--- src/rtl/cpu_pkg.sv ---
// -----------------------------------------------------------------------------
// cpu_pkg
// Shared definitions for the basic CPU datapath blocks.
//   WORD_W      : datapath word length, default width of the serial transmitter
//   tx_state_t  : transmitter control states (IDLE, SHIFT)
//   cnt_width() : bit-counter width for a given word length (never below 1)
// -----------------------------------------------------------------------------
package cpu_pkg;

  localparam int WORD_W = 16;

  typedef enum logic [0:0] {
    IDLE  = 1'b0,
    SHIFT = 1'b1
  } tx_state_t;

  // A 1-bit word still needs a 1-bit counter so the port stays legal.
  function automatic int cnt_width(input int width);
    if (width > 1) begin
      return $clog2(width);
    end else begin
      return 1;
    end
  endfunction

endpackage

--- src/rtl/piso_bitcnt.sv ---
// -----------------------------------------------------------------------------
// piso_bitcnt
// Bit-position counter for the serial transmitter. Counts 0..WIDTH-1 and
// saturates at WIDTH-1; it never wraps, the owner clears it instead.
// Ports:
//   clk    in   system clock
//   rst    in   synchronous active-high reset (count -> 0)
//   clr    in   synchronous clear (count -> 0), lower priority than rst
//   en     in   advance by one, ignored once at_max is reached
//   at_max out  count == WIDTH-1 (decoded from the count register)
// -----------------------------------------------------------------------------
module piso_bitcnt
  import cpu_pkg::*;
#(
  parameter int WIDTH = WORD_W
) (
  input  logic clk,
  input  logic rst,
  input  logic clr,
  input  logic en,
  output logic at_max
);

  localparam int CNT_W = cnt_width(WIDTH);
  localparam logic [CNT_W-1:0] MAX_CNT = CNT_W'(WIDTH - 1);

  logic [CNT_W-1:0] count_r;

  // Count register: reset, clear, saturating increment, otherwise hold.
  always_ff @(posedge clk) begin
    if (rst) begin
      count_r <= '0;
    end else if (clr) begin
      count_r <= '0;
    end else if (en && (count_r != MAX_CNT)) begin
      count_r <= count_r + CNT_W'(1);
    end else begin
      count_r <= count_r;
    end
  end

  // Terminal-count decode, purely from the register.
  always_comb begin
    at_max = (count_r == MAX_CNT);
  end

endmodule

--- src/rtl/piso16_tx.sv ---
// -----------------------------------------------------------------------------
// piso16_tx
// Parallel-in / serial-out transmitter with a valid/ready style handshake on
// the serial side. A word is captured when load is seen while idle and is then
// shifted out one bit per edge on which the downstream accepts (sready).
// Parameters:
//   WIDTH      word length (default cpu_pkg::WORD_W)
//   MSB_FIRST  0: bit 0 leaves first, 1: bit WIDTH-1 leaves first
// Ports:
//   clk         in   system clock, rising edge
//   rst         in   synchronous active-high reset
//   load        in   parallel-load strobe, honoured only while ready
//   vecin       in   parallel word, sampled on the load edge
//   ready       out  idle, able to accept load
//   sout        out  current serial bit (0 while idle)
//   sout_valid  out  sout carries a bit of the current word
//   sready      in   downstream takes sout on this edge
//   last        out  the bit on sout is the final bit of the word
// All outputs come from registers; no input reaches an output combinationally.
// -----------------------------------------------------------------------------
module piso16_tx
  import cpu_pkg::*;
#(
  parameter int WIDTH     = WORD_W,
  parameter bit MSB_FIRST = 1'b0
) (
  input  logic             clk,
  input  logic             rst,
  input  logic             load,
  input  logic [WIDTH-1:0] vecin,
  output logic             ready,
  output logic             sout,
  output logic             sout_valid,
  input  logic             sready,
  output logic             last
);

  tx_state_t        state_r;
  logic [WIDTH-1:0] shreg_r;
  logic             ready_r;
  logic             sout_valid_r;
  logic             sout_r;

  logic             load_acc_s;
  logic             xfer_s;
  logic             final_s;
  logic             cnt_clr_s;
  logic             cnt_en_s;
  logic             at_max_s;
  logic [WIDTH-1:0] shifted_s;
  logic             first_bit_s;
  logic             next_bit_s;

  // Handshake decode and next shift-register contents.
  always_comb begin
    load_acc_s  = (state_r == IDLE) && load;
    xfer_s      = (state_r == SHIFT) && sready;
    final_s     = xfer_s && at_max_s;
    // Clearing on the final transfer leaves the counter at 0 while idle.
    cnt_clr_s   = load_acc_s || final_s;
    cnt_en_s    = xfer_s && !at_max_s;
    if (MSB_FIRST) begin
      shifted_s   = shreg_r << 1;
      first_bit_s = vecin[WIDTH-1];
      next_bit_s  = shifted_s[WIDTH-1];
    end else begin
      shifted_s   = shreg_r >> 1;
      first_bit_s = vecin[0];
      next_bit_s  = shifted_s[0];
    end
  end

  piso_bitcnt #(
    .WIDTH (WIDTH)
  ) u_bitcnt (
    .clk    (clk),
    .rst    (rst),
    .clr    (cnt_clr_s),
    .en     (cnt_en_s),
    .at_max (at_max_s)
  );

  // Control FSM with shift register; sout is registered alongside the shift
  // so it always equals the output-end bit of shreg while in SHIFT.
  always_ff @(posedge clk) begin
    if (rst) begin
      state_r      <= IDLE;
      shreg_r      <= '0;
      ready_r      <= 1'b1;
      sout_valid_r <= 1'b0;
      sout_r       <= 1'b0;
    end else begin
      case (state_r)
        IDLE: begin
          if (load) begin
            state_r      <= SHIFT;
            shreg_r      <= vecin;
            ready_r      <= 1'b0;
            sout_valid_r <= 1'b1;
            sout_r       <= first_bit_s;
          end else begin
            state_r      <= IDLE;
            shreg_r      <= shreg_r;
            ready_r      <= 1'b1;
            sout_valid_r <= 1'b0;
            sout_r       <= 1'b0;
          end
        end
        SHIFT: begin
          if (final_s) begin
            state_r      <= IDLE;
            shreg_r      <= '0;
            ready_r      <= 1'b1;
            sout_valid_r <= 1'b0;
            sout_r       <= 1'b0;
          end else if (xfer_s) begin
            state_r      <= SHIFT;
            shreg_r      <= shifted_s;
            ready_r      <= 1'b0;
            sout_valid_r <= 1'b1;
            sout_r       <= next_bit_s;
          end else begin
            // Stall: everything holds, load is ignored.
            state_r      <= SHIFT;
            shreg_r      <= shreg_r;
            ready_r      <= 1'b0;
            sout_valid_r <= 1'b1;
            sout_r       <= sout_r;
          end
        end
        default: begin
          state_r      <= IDLE;
          shreg_r      <= '0;
          ready_r      <= 1'b1;
          sout_valid_r <= 1'b0;
          sout_r       <= 1'b0;
        end
      endcase
    end
  end

  // Output drive; last is qualified by valid so an idle counter never shows.
  always_comb begin
    ready      = ready_r;
    sout_valid = sout_valid_r;
    sout       = sout_r;
    last       = sout_valid_r && at_max_s;
  end

endmodule

--- config.mk ---
export PLATFORM = sky130hd
export DESIGN_NAME = piso16_tx
export DESIGN_NICKNAME = d
export VERILOG_FILES = /design/src/rtl/cpu_pkg.sv /design/src/rtl/piso_bitcnt.sv /design/src/rtl/piso16_tx.sv
export SDC_FILE = /design/constraint.sdc
export NUM_CORES = 1
export LEC_CHECK = 0
export BUFFER_PORTS_ARGS = -buffer_cell sky130_fd_sc_hd__buf_2
export CAP_MARGIN = 20
export CORE_UTILIZATION = 35
export CTS_CLUSTER_DIAMETER = 50
export DETAILED_ROUTE_END_ITERATION = 7
export PLACE_DENSITY_LB_ADDON = 0.15
export SYNTH_ARGS = -nofsm -noshare
export SYNTH_HDL_FRONTEND = slang
export SYNTH_SLANG_ARGS = --single-unit
--- constraint.sdc ---
create_clock -name clk -period 2.75 [get_ports clk]
set_input_delay 0 -clock clk [delete_from_list [all_inputs] [get_ports clk]]
set_output_delay 0 -clock clk [all_outputs]
set_load 0.01 [all_outputs]
==> out/qor.txt, run 1 <==
Status: finished, final reports clean
Die outline height: 54.4 µm
IO Count: 24
FF+latch count, synth: 22
Mapped Area: 961 µm²
Required time of the worst setup path: 2.93 ns
Port-buffer cells: 23
DRC errors left: 0
Worst skew pair latency: 0.30 ns
Min Tclk post-route: 1.82 ns
Die Area: 0.00296 mm²
Synth Area in Simple Gates: 16.7%
Hold path depth: 3
Fin Setup TNS: 0 ns
Compound-gate portion of the synthesized area: 28.8%
Switch share: 25.7%
Average via count per standard cell: 5.48
CTS tree: yes
Worst r2r path cells: 4
Most frequent cells in the layout: buf_2 (23), dfxtp_1 (22), nor2_1 (16)
Layout cells sized above 1: 22.8%
Crit start category: flop
Global route overflow: 0
Largest family of logic cells by synthesized area: compound AO/OA/AOI/OAI gates
Final #Nets: 149
CTS buffer count: 3
GRT Overall Usage: 15.8%
Synthesized Nets: 128
Die width: 54.4 µm
Starting Density: 37.8%
HP Class: in -> reg
Synth Area in Adders: 1.30%
Worst Path Max Fanout: 16
Comb power frac: 16.1%
Net switching power: 0.162 mW
Routed len/inst: 13.7 µm
Max Slew Vio Count: 0
Register area share after synthesis: 45.8%
PwrDens: 560 mW/mm²
Worst Path Arrival: 2.00 ns
DRT iter0 DRCs: 18
Final Wtd Congestion: 0.738
Core ar.: 0.00254 mm²
Area grow syn2layout: 17.3%
Vias in the first global route: 733
Row count: 18
VDD IR-drop max: 0.000223 V
Distinct cells, synth: 22
First-pass GRT wire length: 3340 µm
Clk slew on worst S/H paths: 0.11 ns
Internal Power: 0.469 mW
Sequential share of power: 56.5%
Leakage: 0.439 nW
Number of setup violations in the final report: 0
Via count: 861
Count of mapped cells out of synthesis: 107
Critical Path Sink Type: flop
Clock Power Share: 27.4%
Post-DP HPWL: 1400 µm
Post-CTS Setup Repair Bufs: 0
Final wirelength: 2150 µm
DRT antenna net count: 0
Synth Area in XOR/XNOR: 0.911%
Initial antenna violation count: 0
Post-synthesis area per instance: 8.98 µm²
Setup CP Type: reg -> reg
Fin crit share: 66.1%
TritonRoute pass-1 iters: 4
Mux contribution to synthesized area: 1.56%
Largest net degree at the start of global routing: 29
Commonest non-fill, non-tap cell in the layout: buf_2
Clock root cell: clkbuf_4
RSZ-0062 raised after global routing: no
Final hold violation count: 0
Final hold slack: 0.0121 ns
Final Skew: 0.00531 ns
Ant. Diodes: 0
Slew @ Worst Pin: 0.722 ns
Fill cells: 273
FMAX: 550 MHz
Sink Count: 22
Relative slew slack: 51.7%
Worst-case clock buffer depth: 2
Maxcap violations: 0
H-tree depth: 1
Ys Warns: 0
## power groups by stage
stage	clock, mW	combinational, mW	sequential (mW)
after floorplan	0	0.0686	0.364
after global placement	0	0.0982	0.363
after detailed placement	0	0.101	0.364
after CTS	0.182	0.103	0.357
after global routing	0.196	0.114	0.360
final	0.173	0.102	0.357
## final cells by class
cell class / instances / area [µm²] / area share (%)
Multi-Input combinational cell: 74 / 473 / 42.0
Sequential cell: 22 / 440 / 39.1
Timing Repair Buffer: 25 / 133 / 11.8
Tap cell: 30 / 37.5 / 3.33
Clock buffer: 4 / 36.3 / 3.22
Inverter: 2 / 7.51 / 0.666
## Yosys cell counts
master	count	area share, %
xor2_1	1	0.91
nand4_1	2	1.3
mux2_4	1	1.6
clkbuf_1	3	1.2
or3_1	1	0.65
nand2b_1	2	1.3
nor2b_1	1	0.65
a32oi_1	14	13
buf_2	5	2.6
dfxtp_1	22	46
inv_1	2	0.78
nand2_1	5	2.0
a21o_1	1	0.78
ha_1	1	1.3
or3b_1	1	0.91
nand3_1	7	3.6
a31oi_1	2	1.3
a211oi_1	14	11
a21oi_1	4	2.1
nor2_1	16	6.3
buf_1	1	0.39
a221oi_1	1	0.91
## per-stage QoR
stage	std cells	setup WS, ns	instance area (µm²)	util (%)	power (mW)
2_1_floorplan	107	1.41	961	-	0.432
3_3_place_gp	152	1.00	1080	42.5	0.461
3_5_place_dp	152	0.937	1080	42.5	0.465
4_1_cts	157	0.932	1130	44.3	0.641
5_1_grt	157	0.784	1130	44.3	0.671
6_report	157	0.932	1130	44.3	0.631
## routing by layer
| layer | vias to the layer above | track usage (%) | share of wire (%) |
|---|---|---|---|
| met1 | 393 | 21.4 | 51 |
| met2 | 15 | 24.8 | 45 |
| li1 | 451 | - | - |
| met5 | - | 0 | 0 |
| met4 | 0 | 6.41 | 0.60 |
| met3 | 2 | 2.50 | 2.8 |
## final timing paths
| kind | from | slack (ns) | end |
|---|---|---|---|
| worst max-delay path | u_bitcnt.count_r[0]$_SDFFE_PP0P_ | 0.93 | shreg_r[10]$_SDFFE_PP0P_ |
| worst min-delay path | load | 0.01 | shreg_r[15]$_SDFFE_PP0P_ |
| worst max register to register | u_bitcnt.count_r[0]$_SDFFE_PP0P_ | 0.93 | shreg_r[10]$_SDFFE_PP0P_ |
| worst min register to register | sout$_SDFFE_PP0P_ | 0.47 | sout$_SDFFE_PP0P_ |
## worst max-delay path, stage by stage (launching register included)
cell      delay (ns)
dfxtp_1         0.39
ha_1            0.20
nand4_1         0.58
a32oi_1         0.43
a211oi_1        0.10
## what timing repair did
item	CTS	global route
hold buffers	1	0
gates resized for setup	0	0
endpoints found under the hold margin	1	0
## state kept, by name (all words and copies together) (netlist names)
| name | cells |
|---|---|
| ready | 1 |
| shreg_r | 15 |
| sout | 1 |
| sout_valid | 1 |
| u_bitcnt.count_r | 4 |
## kinds of logic (layout without fill, tap and decap cells)
group / after synthesis / after routing
xor gates and xnor gates: 1 / 1
muxes: 1 / 1
and+or+nand+nor: 35 / 35
DFF: 22 / 22
AOI/OAI and AO/OA: 36 / 36
adders and majority gates: 1 / 1
buffers and inverters: 11 / 31
No activity file was read; power rests on OpenSTA's default activity.
==> run 2: changes to the inputs <==
==> constraint.sdc (replaced) <==
create_clock -name clk -period 1.5 [get_ports clk]
set_input_delay 0 -clock clk [delete_from_list [all_inputs] [get_ports clk]]
set_output_delay 0 -clock clk [all_outputs]
set_load 0.01 [all_outputs]
==> run 2 against run 1 <==
Effect of this change: clock skew grew 0.0033 ns; highest routed layer unchanged; core utilization grew 1.9 points; total power grew 110%; cell area grew 4.3%; sequential share of layout area shrank 1.6 points; cell count grew 2.5%.
==> out/qor.txt, run 2 (synthesis gave the netlist of run 1 again) <==
Max reg flops: 15 (unchanged)
Hold Path End: u_bitcnt.count_r[1]$_SDFFE_PP0P_
DRC errors left: 0 (unchanged)
Leakage: 0.462 nW (+5.2%)
Ant. Diodes: 0 (unchanged)
Sink Count: 22 (unchanged)
Die width: 54.4 µm (unchanged)
Most frequent cells in the layout: buf_2 (23), dfxtp_1 (22), nor2_1 (16)
VDD IR-drop max: 0.000628 V (+180%)
Final wirelength: 2150 µm (-0.28%)
Worst R2R Setup Slack: 0.11 ns (-0.83 ns)
Layout cells sized above 1: 24.4% (+1.6 points)
HP Class: in -> reg
Worst Path Arrival: 1.60 ns (-0.40 ns)
First-pass GRT wire length: 3390 µm (+1.6%)
Commonest non-fill, non-tap cell in the layout: buf_2
Fin Setup TNS: 0 ns (unchanged)
Final Skew: 0.00858 ns (+0.00327 ns)
Slew @ Worst Pin: 0.354 ns (-0.368 ns)
Die Area: 0.00296 mm² (unchanged)
Top Registers: shreg_r x15, u_bitcnt.count_r x4
Global route overflow: 0 (unchanged)
RSZ-0062 raised after global routing: no
Fill cells: 285 (+4.4%)
Worst Path Max Fanout: 7 (-9)
Max Slew Vio Count: 0 (unchanged)
Status: finished, final reports clean
Critical Path Sink Type: flop
Maxcap violations: 0 (unchanged)
Area grow syn2layout: 22.4%
Post-CTS sizing: 0 (unchanged)
Routed len/inst: 13.3 µm (-2.8%)
Worst-case clock buffer depth: 2 (unchanged)
TritonRoute pass-1 iters: 4 (unchanged)
Row count: 18 (unchanged)
Reg-to-reg endpoint: shreg_r[15]$_SDFFE_PP0P_
FMAX: 718 MHz (+31%)
DRT antenna net count: 0 (unchanged)
Via count: 913 (+6.0%)
Most flop-heavy register: shreg_r
Clock root cell: clkbuf_4
Post-DP HPWL: 1440 µm (+2.9%)
Number of setup violations in the final report: 0 (unchanged)
Fin crit share: 92.9% (+27 points)
Worst r2r path cells: 4 (unchanged)
Required time of the worst setup path: 1.71 ns (-1.22 ns)
Starting Density: 37.8% (unchanged)
Final core occ: 46.2% (+1.9 points)
Core ar.: 0.00254 mm² (unchanged)
Crit start category: flop
H-tree depth: 1 (unchanged)
PwrDens: 1110 mW/mm² (+98%)
Port-buffer cells: 23 (unchanged)
Relative slew slack: 76.4% (+25 points)
Average via count per standard cell: 5.67 (+3.4%)
CTS buffer count: 3 (unchanged)
Initial antenna violation count: 0 (unchanged)
R2r startpoint: sout_valid$_SDFF_PP0_
Setup CP Type: reg -> reg
DRT iter0 DRCs: 13 (-5)
CTS tree: yes
Largest net degree at the start of global routing: 29 (unchanged)
Die outline height: 54.4 µm (unchanged)
Hold path depth: 3 (unchanged)
GRT Overall Usage: 16.3% (+0.49 points)
Clk slew on worst S/H paths: 0.13 ns (+0.02 ns)
Final hold violation count: 0 (unchanged)
Vias in the first global route: 751 (+2.5%)
IO Count: 24 (unchanged)
Final Wtd Congestion: 0.752 (+1.9%)
Final #Nets: 153 (+2.7%)
Min Tclk post-route: 1.39 ns (-0.425 ns)
Min-delay src: sready
Worst skew pair latency: 0.31 ns (about the same)
## run 2: changes by cell type in the layout (fill, tap and decap cells not counted), sizes merged
cell         change
buf              +3
bufinv           +1
clkbuf           -1
dlygate4sd3      +1
## run 2: worst max path at each step
| stage | from | endpoint | cells past startpoint |
|---|---|---|---|
| final | sout_valid$_SDFF_PP0_ | shreg_r[15]$_SDFFE_PP0P_ | 4 |
| after global routing | u_bitcnt.count_r[0]$_SDFFE_PP0P_ | shreg_r[14]$_SDFFE_PP0P_ | 5 |
| after CTS | sout_valid$_SDFF_PP0_ | shreg_r[15]$_SDFFE_PP0P_ | 4 |
| after detailed placement | u_bitcnt.count_r[0]$_SDFFE_PP0P_ | shreg_r[14]$_SDFFE_PP0P_ | 5 |
| after global placement | u_bitcnt.count_r[0]$_SDFFE_PP0P_ | shreg_r[10]$_SDFFE_PP0P_ | 5 |
| after floorplan | u_bitcnt.count_r[0]$_SDFFE_PP0P_ | shreg_r[10]$_SDFFE_PP0P_ | 5 |
## run 2: cell type report
cell class	count	area (µm²)	area share, %
multi-input cells	74	473	40.2
flip-flops and latches	22	440	37.4
repair buffers	29	165	14.0
well taps	30	37.5	3.19
clock inverters	1	30.0	2.55
clock buffers	3	22.5	1.91
inverters	2	7.51	0.638
## run 2: critical path, stage by stage (launching register included)
cell	delay, ns
dfxtp_1	0.46
inv_1	0.10
nand3_1	0.09
dlygate4sd3_1	0.56
a21oi_1	0.07
## run 2: report_power, final
group / total, mW / switching [mW] / internal (mW) / leakage, nW
logic: 0.190 / 0.103 / 0.0867 / 0.252
clock network: 0.460 / 0.189 / 0.270 / 0.0279
registers: 0.656 / 0.0253 / 0.631 / 0.182
total: 1.31 / 0.318 / 0.988 / 0.462
## run 2: metal layers
metal  routed length [µm]  vias up  GRT usage [%]
li1                     -      462              -
met1                 1020      418           22.3
met2                  969       28           23.8
met3                  114        5           3.06
met4                   41        0           8.97
met5                    0        -              0
## run 2: stage by stage
step / hold WS [ns] / power, mW / worst slack (ns) / instance area (µm²) / std cells
floorplan: 0.160 / 0.793 / 0.161 / 961 / 107
global placement: 0.299 / 0.851 / 0.217 / 1100 / 155
detailed placement: 0.307 / 0.856 / 0.130 / 1100 / 155
CTS: 0.0169 / 1.32 / 0.105 / 1180 / 161
global route: 0.0318 / 1.37 / 0.0400 / 1180 / 161
finish: 0.0267 / 1.31 / 0.107 / 1180 / 161
## run 2: repair_timing
| item | 4_1_cts | 5_1_grt |
|---|---|---|
| endpoints found under the hold margin | 1 | 0 |
| setup buffers | 0 | 0 |
| hold buffers | 2 | 0 |
